## config.mk

```make
export PLATFORM = sky130hd
export DESIGN_NAME = sirv_debug_entry_ctrl
export DESIGN_NICKNAME = d
export VERILOG_FILES = /design/src/rtl/sirv_debug_entry_ctrl_pkg.sv /design/src/rtl/sirv_debug_cause_sel.sv /design/src/rtl/sirv_debug_entry_ctrl.sv
export SDC_FILE = /design/constraint.sdc
export NUM_CORES = 1
export LEC_CHECK = 0
export ABC_CLOCK_PERIOD_IN_PS = 2900
export CORE_UTILIZATION = 32
export DETAILED_ROUTE_END_ITERATION = 16
export PLACE_DENSITY = 0.81
export SLEW_MARGIN = 0
export SYNTH_ARGS = -nofsm -noshare
export SYNTH_HDL_FRONTEND = slang
export SYNTH_HIERARCHICAL = 1
export SYNTH_SLANG_ARGS = --single-unit
```

## constraint.sdc

```tcl
create_clock -name clk -period 2.9 [get_ports clk]
set_input_delay 0.29 -clock clk [delete_from_list [all_inputs] [get_ports clk]]
set_output_delay 0.29 -clock clk [all_outputs]
set_load 0.005 [all_outputs]
```

## src/rtl/sirv_debug_entry_ctrl_pkg.sv

```systemverilog
// Shared cause codes, state encoding and defaults for the commit-stage debug entry controller.
package sirv_debug_entry_ctrl_pkg;

  localparam logic [2:0] DCAUSE_NONE   = 3'd0;
  localparam logic [2:0] DCAUSE_EBREAK = 3'd1;
  localparam logic [2:0] DCAUSE_IRQ    = 3'd3;
  localparam logic [2:0] DCAUSE_STEP   = 3'd4;
  localparam logic [2:0] DCAUSE_HALT   = 3'd5;

  localparam logic [31:0] DEBUG_ROM_ADDR_DEFAULT = 32'h0000_0800;

  typedef enum logic [2:0] {
    StRun       = 3'd0,
    StStep      = 3'd1,
    StEnterWait = 3'd2,
    StDebug     = 3'd3,
    StExitWait  = 3'd4
  } dbg_state_e;

  typedef enum logic {
    DpcSelPc    = 1'b0,
    DpcSelPcNxt = 1'b1
  } dpc_sel_e;

endpackage

```

## src/rtl/sirv_debug_cause_sel.sv

```systemverilog
// Priority encoder for debug entry from RUN/STEP: ebreak > irq > halt > completed single step.
module sirv_debug_cause_sel
  import sirv_debug_entry_ctrl_pkg::*;
(
  input  logic       valid,
  input  logic       in_step,
  input  logic       ebreak,
  input  logic       ebreakm,
  input  logic       irq,
  input  logic       halt,
  input  logic       dret,
  output logic       take,
  output logic [2:0] cause,
  output dpc_sel_e   dpc_sel
);

  always_comb begin
    take    = 1'b0;
    cause   = DCAUSE_NONE;
    dpc_sel = DpcSelPc;
    if (valid) begin
      if (ebreak && ebreakm) begin
        take  = 1'b1;
        cause = DCAUSE_EBREAK;
      end else if (irq) begin
        take  = 1'b1;
        cause = DCAUSE_IRQ;
      end else if (halt) begin
        take  = 1'b1;
        cause = DCAUSE_HALT;
      end else if (in_step && !dret) begin
        // The stepped instruction retires; debug resumes at the instruction after it.
        take    = 1'b1;
        cause   = DCAUSE_STEP;
        dpc_sel = DpcSelPcNxt;
      end
    end
  end

endmodule

```

## src/rtl/sirv_debug_entry_ctrl.sv

```systemverilog
// Commit-stage debug entry/exit controller: DPC/DCAUSE strobes, held flush/redirect, single-step.
module sirv_debug_entry_ctrl
  import sirv_debug_entry_ctrl_pkg::*;
#(
  parameter int unsigned PC_SIZE        = 32,
  parameter logic [31:0] DEBUG_ROM_ADDR = DEBUG_ROM_ADDR_DEFAULT
) (
  input  logic               clk,
  input  logic               rst_n,
  input  logic               cmt_i_valid,
  input  logic [PC_SIZE-1:0] cmt_i_pc,
  input  logic [PC_SIZE-1:0] cmt_i_pc_nxt,
  input  logic               cmt_i_ebreak,
  input  logic               cmt_i_dret,
  output logic               cmt_i_retire,
  output logic               dret_illegal,
  input  logic               dbg_halt_r,
  input  logic               dbg_step_r,
  input  logic               dbg_ebreakm_r,
  input  logic               dbg_irq_r,
  input  logic [PC_SIZE-1:0] dpc_r,
  output logic [PC_SIZE-1:0] cmt_dpc,
  output logic               cmt_dpc_ena,
  output logic [2:0]         cmt_dcause,
  output logic               cmt_dcause_ena,
  output logic               dbg_flush_req,
  output logic [PC_SIZE-1:0] dbg_flush_pc,
  input  logic               dbg_flush_ack,
  output logic               dbg_mode_o
);

  localparam logic [PC_SIZE-1:0] RomPc       = DEBUG_ROM_ADDR[PC_SIZE-1:0];
  localparam logic [PC_SIZE-1:0] PcAlignMask = {{(PC_SIZE-1){1'b1}}, 1'b0};

  dbg_state_e         state_q, state_d;
  logic               req_q, req_d;
  logic [PC_SIZE-1:0] flush_pc_q, flush_pc_d;
  logic               step_q, step_d;

  logic               in_run_step;
  logic               sel_take;
  logic [2:0]         sel_cause;
  dpc_sel_e           sel_dpc;

  assign in_run_step = (state_q == StRun) || (state_q == StStep);

  sirv_debug_cause_sel u_cause_sel (
    .valid   (cmt_i_valid && in_run_step),
    .in_step (state_q == StStep),
    .ebreak  (cmt_i_ebreak),
    .ebreakm (dbg_ebreakm_r),
    .irq     (dbg_irq_r),
    .halt    (dbg_halt_r),
    .dret    (cmt_i_dret),
    .take    (sel_take),
    .cause   (sel_cause),
    .dpc_sel (sel_dpc)
  );

  always_comb begin
    state_d        = state_q;
    flush_pc_d     = flush_pc_q;
    step_d         = step_q;
    cmt_i_retire   = 1'b0;
    dret_illegal   = 1'b0;
    cmt_dpc        = '0;
    cmt_dpc_ena    = 1'b0;
    cmt_dcause     = DCAUSE_NONE;
    cmt_dcause_ena = 1'b0;

    unique case (state_q)
      StRun, StStep: begin
        if (cmt_i_valid) begin
          if (sel_take) begin
            cmt_dpc_ena    = 1'b1;
            cmt_dcause_ena = 1'b1;
            cmt_dcause     = sel_cause;
            cmt_dpc        = ((sel_dpc == DpcSelPcNxt) ? cmt_i_pc_nxt : cmt_i_pc) & PcAlignMask;
            cmt_i_retire   = (sel_dpc == DpcSelPcNxt);
            flush_pc_d     = RomPc;
            state_d        = StEnterWait;
          end else if (cmt_i_dret) begin
            dret_illegal = 1'b1;
          end else begin
            cmt_i_retire = 1'b1;
          end
        end
      end
      StDebug: begin
        if (cmt_i_valid) begin
          if (cmt_i_ebreak) begin
            flush_pc_d = RomPc;
            state_d    = StEnterWait;
          end else if (cmt_i_dret) begin
            cmt_i_retire   = 1'b1;
            cmt_dcause_ena = 1'b1;
            flush_pc_d     = dpc_r;
            step_d         = dbg_step_r;
            state_d        = StExitWait;
          end else begin
            cmt_i_retire = 1'b1;
          end
        end
      end
      StEnterWait: begin
        if (dbg_flush_ack) state_d = StDebug;
      end
      StExitWait: begin
        if (dbg_flush_ack) state_d = step_q ? StStep : StRun;
      end
      default: state_d = StRun;
    endcase

    // No commit-side strobes while reset is held.
    if (!rst_n) begin
      cmt_i_retire   = 1'b0;
      dret_illegal   = 1'b0;
      cmt_dpc        = '0;
      cmt_dpc_ena    = 1'b0;
      cmt_dcause     = DCAUSE_NONE;
      cmt_dcause_ena = 1'b0;
    end
  end

  assign req_d = (state_d == StEnterWait) || (state_d == StExitWait);

  always_ff @(posedge clk) begin
    if (!rst_n) begin
      state_q    <= StRun;
      req_q      <= 1'b0;
      flush_pc_q <= '0;
      step_q     <= 1'b0;
    end else begin
      state_q    <= state_d;
      req_q      <= req_d;
      flush_pc_q <= flush_pc_d;
      step_q     <= step_d;
    end
  end

  assign dbg_flush_req = req_q;
  assign dbg_flush_pc  = flush_pc_q;
  assign dbg_mode_o    = (state_q == StDebug) || (state_q == StEnterWait);

endmodule

```

==> results.py, run 1 <==
metrics = {
    "worst_setup_path": {
        "slowest_stage": "clkdlybuf4s50_1",
        "r2r-end": "dbg_flush_pc[14]$_SDFFE_PN0P_",
        "end_kind": "output port",
        "cp_slowest_stage_delay_ps": 530,
        "path_class": "reg2out",
        "r2r_cells": 9,
        "required_ps": 2610,
        "reg2reg_setup_slack_ps": 890,
        "path_max_fanout": 32,
        "path_cells": "nor3b_2 -> or2b_1 -> a21boi_2 -> and4bb_2 -> nand2_1 -> buf_12 -> nor2_1 -> clkdlybuf4s50_1",
        "startpoint_type": "register",
        "worstReg2RegStart": "state_q[0]$_SDFF_PN0_",
        "critPathArrivalTime_ps": 2470,
    },
    "die": {
        "initial_core_util_pct": 33.99,
        "io_pins": 179,
        "chipWidth_um": 82.47,
        "core_um2": 6096,
        "die_area_um2": 6800,
        "die_height_um": 82.47,
        "rows": 28,
    },
    "clocking": {
        "clkSinkCount": 37,
        "cts_tree": "done",
        "cts_buffer_depth": 2,
        "clk_pin_slew_ps": 80,
        "htreeDepth": 2,
        "hold_buffers": 0,
        "cts-root-buf": "clkbuf_8",
        "clk_latency_ps": 290,
        "cts_buffers": 5,
    },
    "global_route": {
        "grt_use_total_pct": 20.53,
        "grt_overflow": 0,
        "grt_pass1_wl_mm": 10.56,
        "antenna_found_initial": 0,
        "grt_start_max_net_pins": 65,
        "grt_pass1_vias": 2341,
    },
    "pwr": {
        "p_clk_share_pct": 36.0,
        "power_density_nw_per_um2": 307.4,
        "internal_power_mw": 0.9604,
        "vdd_drop_max_mv": 0.2929,
        "p_sw_mw": 0.2932,
        "power.total_mw": 1.254,
        "power.leakage_nw": 1.424,
        "seqPwrFrac_pct": 41.0,
        "comb_power_share_pct": 22.9,
        "p_sw_share_pct": 23.39,
    },
    "detailed_routing": {
        "viasPerCell": 4.871,
        "drc": 0,
        "wl_per_cell_um": 14.35,
        "ant_nets": 0,
        "vias": 2538,
        "drt-total-wl_mm": 7.478,
        "drtPass1Iterations": 4,
        "drt_iter0_markers": 117,
    },
    "worst_hold_path": {
        "hp-class": "reg2reg",
        "worstHoldPathCells": 2,
        "holdPathEnd": "dbg_flush_pc[23]$_SDFFE_PN0P_",
        "holdCritStartpoint": "dbg_flush_pc[23]$_SDFFE_PN0P_",
    },
    "layout": {
        "finalNetCount": 551,
        "finalInstanceArea_um2": 4078,
        "drive_above_1_share_pct": 8.072,
        "final_common_cell": "clkdlybuf4s50_1",
        "area_growth_syn_to_layout_pct": 96.80,
        "utilization_pct": 66.89,
        "diodes": 0,
        "final_cell_mix": "clkdlybuf4s50_1 (174), nor2_1 (38), nand2_1 (35), dfxtp_1 (35), nand3_1 (33)",
        "final_cells": 521,
        "fillerInstances": 524,
    },
    "run_status": {
        "status": "finished clean",
    },
    "synthesis": {
        "syn_avg_cell_area_um2": 7.618,
        "synthDistinctLibCells": 35,
        "syn_area_um2": 2072,
        "ys_seq_area_share_pct": 35.75,
        "ys_ff_latch": 37,
        "synthesis.nets": 378,
        "synthCells": 272,
        "ys_warn_count": 6,
    },
    "timing": {
        "skew_ps": 14.10,
        "setup-tns-final_ps": 0,
        "hold_viol_final": 0,
        "worst_slack_ps": 135.4,
        "fmax_ghz": 0.3617,
        "fin_crit_sh_pct": 95.33,
        "period_needed_ps": 2765,
        "maxSlewViolCount": 0,
        "grt_setup_unrepaired": "no",
        "fin_hold_ws_ps": 458.6,
        "setup_viol": 0,
    },
    "placement": {
        "gp_congestion": 0.8027,
        "dpl.cell_count": 513,
        "port_buffers": 175,
        "dpl.hpwl_mm": 5.943,
        "dpl_cell_area_um2": 3941,
        "dp_slack_ps": 49.09,
    },
    "run": {
        "maxCapViolCount": 0,
    },
}
==> cells by family (layout without fill, tap and decap cells) <==
family | after synthesis | after routing | share of synthesized area [%]
DFF | 37 | 37 | 35.75
and+or+nand+nor | 126 | 126 | 28.32
AOI/OAI and AO/OA | 49 | 49 | 14.25
other | 1 | 1 | 0.1810
muxes | 31 | 31 | 14.98
buffers and inverters | 28 | 202 | 6.521
==> timing repair <==
| item | in CTS | in global routing |
|---|---|---|
| endpoints found under the setup margin | 33 | 31 |
| setup buffers | 0 | 0 |
| gates resized for setup | 4 | 5 |
==> worst max path at each step <==
stage                                     start          end  cells past startpoint
after detailed placement            cmt_i_valid  cmt_dpc[27]                      9
after floorplan           state_q[0]$_SDFF_PN0_  cmt_dpc[10]                      7
after global placement              cmt_i_valid  cmt_dpc[21]                      9
after global routing      state_q[0]$_SDFF_PN0_  cmt_dpc[16]                      8
final                     state_q[0]$_SDFF_PN0_  cmt_dpc[21]                      8
after CTS                 state_q[2]$_SDFF_PN0_  cmt_dpc[27]                      8
==> cell type report <==
| class | count | area (um^2) | share of cell area [%] |
|---|---|---|---|
| clock inverters | 3 | 43.79 | 1.074 |
| repair buffers | 188 | 1889 | 46.33 |
| multi-input cells | 207 | 1214 | 29.76 |
| clock buffers | 5 | 68.82 | 1.688 |
| flip-flops and latches | 37 | 745.7 | 18.29 |
| well taps | 75 | 93.84 | 2.301 |
| inverters | 6 | 22.52 | 0.5523 |
==> state kept, by name, indices dropped and copies added (netlist names) <==
signal	flops
dbg_flush_pc	32
dbg_flush_req	1
state_q	3
step_q	1
==> metal layers <==
| layer | routed length [um] | global-route usage [%] | up-vias |
|---|---|---|---|
| met5 | 0 | 0 | - |
| met4 | 95 | 5.263 | 0 |
| met3 | 899 | 7.912 | 10 |
| met2 | 3943 | 41.65 | 109 |
| met1 | 2540 | 18.60 | 1148 |
| li1 | - | - | 1271 |
==> cells in the mapped netlist, drive strengths merged <==
master	instances	share of area [%]
clkbuf	9	1.8
a21oi	4	0.97
and4b	2	0.97
nand2b	1	0.30
o21a	2	0.72
nor2	40	7.4
o22ai	2	1.3
a211oi	2	1.2
a21boi	1	0.36
o21ai	36	8.7
nand2	35	6.3
inv	6	1.1
o221a	1	0.54
a21bo	1	0.48
nand3	33	8.0
nand4bb	1	0.54
buf	13	3.6
mux2i	31	15
nor4	1	0.30
and3	3	0.91
and2b	1	0.42
nand4b	1	0.42
conb	1	0.18
nor3	1	0.24
nor3b	1	0.36
or2	1	0.30
and4bb	1	0.60
or2b	1	0.36
dfxtp	37	36
nor2b	3	0.91
==> worst max-delay path: cells and delay by family, from the launching register on <==
family	cells	cell delay [ps]
AO/OA/AOI/OAI	1	180
flip-flops	1	380
buffers and inverters	2	720
AND/OR/NAND/NOR	5	920
==> power by group through the flow <==
stage	sequential [mW]	clock, mW	combinational (mW)
after floorplan	0.527	0	0.0825
after global placement	0.526	0	0.280
final	0.514	0.451	0.288
after global routing	0.515	0.486	0.310
after CTS	0.515	0.459	0.288
after detailed placement	0.527	0	0.285
Power figures use the tool's default switching activity.
==> run 2, diff against run 1 <==
- ABC_CLOCK_PERIOD_IN_PS: 2900 -> 2530
- CORE_UTILIZATION: 32 -> 29
- PLACE_DENSITY: 0.81 -> 0.78
- clock period: 2.9 -> 2.53 ns (I/O delays scaled with it)
==> run 2 against run 1 <==
Net effect:
- the run now ends with negative setup slack left
- cell area is 3.3% higher
- register-to-register slack worse by 360 ps
- critical path depth is 1 lower
- cell count is 6.7% higher
- clock power is 16% higher
==> results.py, run 2 (synthesis gave the netlist of run 1 again) <==
metrics = {
    "run_status": {
        "status": "finished with violations",
        "violations": "negative setup slack",
    },
    "worst_hold_path": {
        "hp-class": "reg2reg",
    },
    "placement": {
        "dpl_cell_area_um2": 4025,
        "gp_congestion": 0.8236,
        "dpl.hpwl_mm": 5.680,
        "dp_slack_ps": -86.40,
        "dpl.cell_count": 540,
        "port_buffers": 175,
    },
    "layout": {
        "final_common_cell": "clkdlybuf4s50_1",
        "final_cell_mix": "clkdlybuf4s50_1 (139), nor2_1 (38), dfxtp_1 (35)",
        "drive_above_1_share_pct": 14.81,
        "finalNetCount": 564,
        "largest_register_ffs": 32,
        "final_cells": 556,
        "area_growth_syn_to_layout_pct": 103.2,
        "finalInstanceArea_um2": 4210,
    },
    "detailed_routing": {
        "drtPass1Iterations": 4,
        "drc": 0,
        "drt-total-wl_mm": 7.493,
        "viasPerCell": 4.576,
        "wl_per_cell_um": 13.48,
        "vias": 2544,
        "ant_nets": 0,
        "drt_iter0_markers": 60,
    },
    "timing": {
        "fin_crit_sh_pct": 102.9,
        "grt_setup_unrepaired": "yes",
        "skew_ps": 8.536,
        "setup_viol": 1,
        "maxSlewViolCount": 0,
        "worst_slack_ps": -74.45,
        "fmax_ghz": 0.3840,
        "period_needed_ps": 2604,
        "hold_viol_final": 0,
    },
    "pwr": {
        "power_density_nw_per_um2": 345.9,
        "power.total_mw": 1.457,
        "vdd_drop_max_mv": 0.2628,
        "power.leakage_nw": 1.754,
    },
    "global_route": {
        "grt_start_max_net_pins": 65,
        "grt_pass1_wl_mm": 10.86,
        "antenna_found_initial": 1,
        "grt_pass1_vias": 2364,
        "grt_overflow": 0,
        "grt_use_total_pct": 18.41,
    },
    "worst_setup_path": {
        "end_kind": "output port",
        "critical_path_buf_inv_count": 2,
        "slowest_stage": "clkdlybuf4s50_1",
        "startpoint_type": "register",
        "path_max_fanout": 6,
        "critPathArrivalTime_ps": 2350,
        "required_ps": 2280,
        "crit_family": "simple AND/OR/NAND/NOR gates",
        "cp_slowest_stage_delay_ps": 510,
        "path_class": "reg2out",
        "path_cells": "nor3b_2 -> or2b_1 -> a21boi_4 -> and4bb_2 -> buf_4 -> and3_1 -> clkdlybuf4s50_1",
    },
    "clocking": {
        "cts_buffers": 5,
        "cts_buffer_depth": 2,
        "clk_pin_slew_ps": 70,
        "cts-root-buf": "clkbuf_8",
        "cts_tree": "done",
        "clk_latency_ps": 280,
        "clkSinkCount": 37,
        "htreeDepth": 2,
        "hold_buffers": 0,
    },
    "die": {
        "die_area_um2": 7487,
        "die_height_um": 86.53,
        "chipWidth_um": 86.53,
        "io_pins": 179,
        "rows": 30,
        "initial_core_util_pct": 30.33,
        "core_um2": 6832,
    },
    "run": {
        "maxCapViolCount": 0,
    },
}
[run 2: final timing paths]
check	start	end	slack, ps	depth (start not counted)
min reg2reg	dbg_flush_pc[28]$_SDFFE_PN0P_	dbg_flush_pc[28]$_SDFFE_PN0P_	460	2
max reg2reg	state_q[1]$_SDFF_PN0_	dbg_flush_pc[2]$_SDFFE_PN0P_	530	9
min	dbg_flush_pc[28]$_SDFFE_PN0P_	dbg_flush_pc[28]$_SDFFE_PN0P_	460	2
max	state_q[1]$_SDFF_PN0_	cmt_dcause[0]	-70	7
[run 2: through the flow]
stage	hold WS [ps]	TNS (ps)	utilization (%)
2_1_floorplan	385.6	0	-
3_3_place_gp	442.1	-1309	58.92
3_5_place_dp	451.1	-1979	58.92
4_1_cts	462.4	-1355	60.57
5_1_grt	480.3	-158.9	61.63
6_report	457.8	-74.45	61.63
[run 2: worst register-to-register path: stages, from the launching register on]
cell and delay [ps]:
dfxtp_4 350, nor3b_2 170, or2b_1 290, a21boi_4 150, and4bb_2 280, buf_4 170, o22ai_4 70, buf_12 190
nand3_1 120, o21ai_0 90
[run 2: layout make-up]
cell class	count	area [um^2]
Clock buffer	7	86.33
Sequential cell	37	745.7
Clock inverter	1	30.03
Timing Repair Buffer	201	1961
Tap cell	96	120.1
Fill cell	649	2621
Multi-Input combinational cell	207	1242
Antenna cell	1	2.502
Inverter	6	22.52
[run 2: timing repair]
action,in CTS,in global routing
cloned,0,2
buffers inserted,2,3
pin swaps,0,5
gates resized for setup,30,56
endpoints found under the setup margin,37,30
hold endpoints to repair,0,0
[run 2: routing by layer]
| metal | vias to the layer above | GRT usage, % | wire [um] |
|---|---|---|---|
| li1 | 1297 | - | - |
| met1 | 1121 | 18.83 | 2813 |
| met2 | 117 | 34.56 | 3750 |
| met3 | 9 | 6.667 | 790 |
| met4 | 0 | 6.061 | 138 |
| met5 | - | 0 | 0 |
[run 2: where the power goes]
group | total (mW) | switching (mW) | leakage, nW | internal, mW
Clock | 0.523 | 0.202 | 0.0585 | 0.321
Sequential | 0.589 | 0.00250 | 0.300 | 0.587
Combinational | 0.344 | 0.118 | 1.40 | 0.226
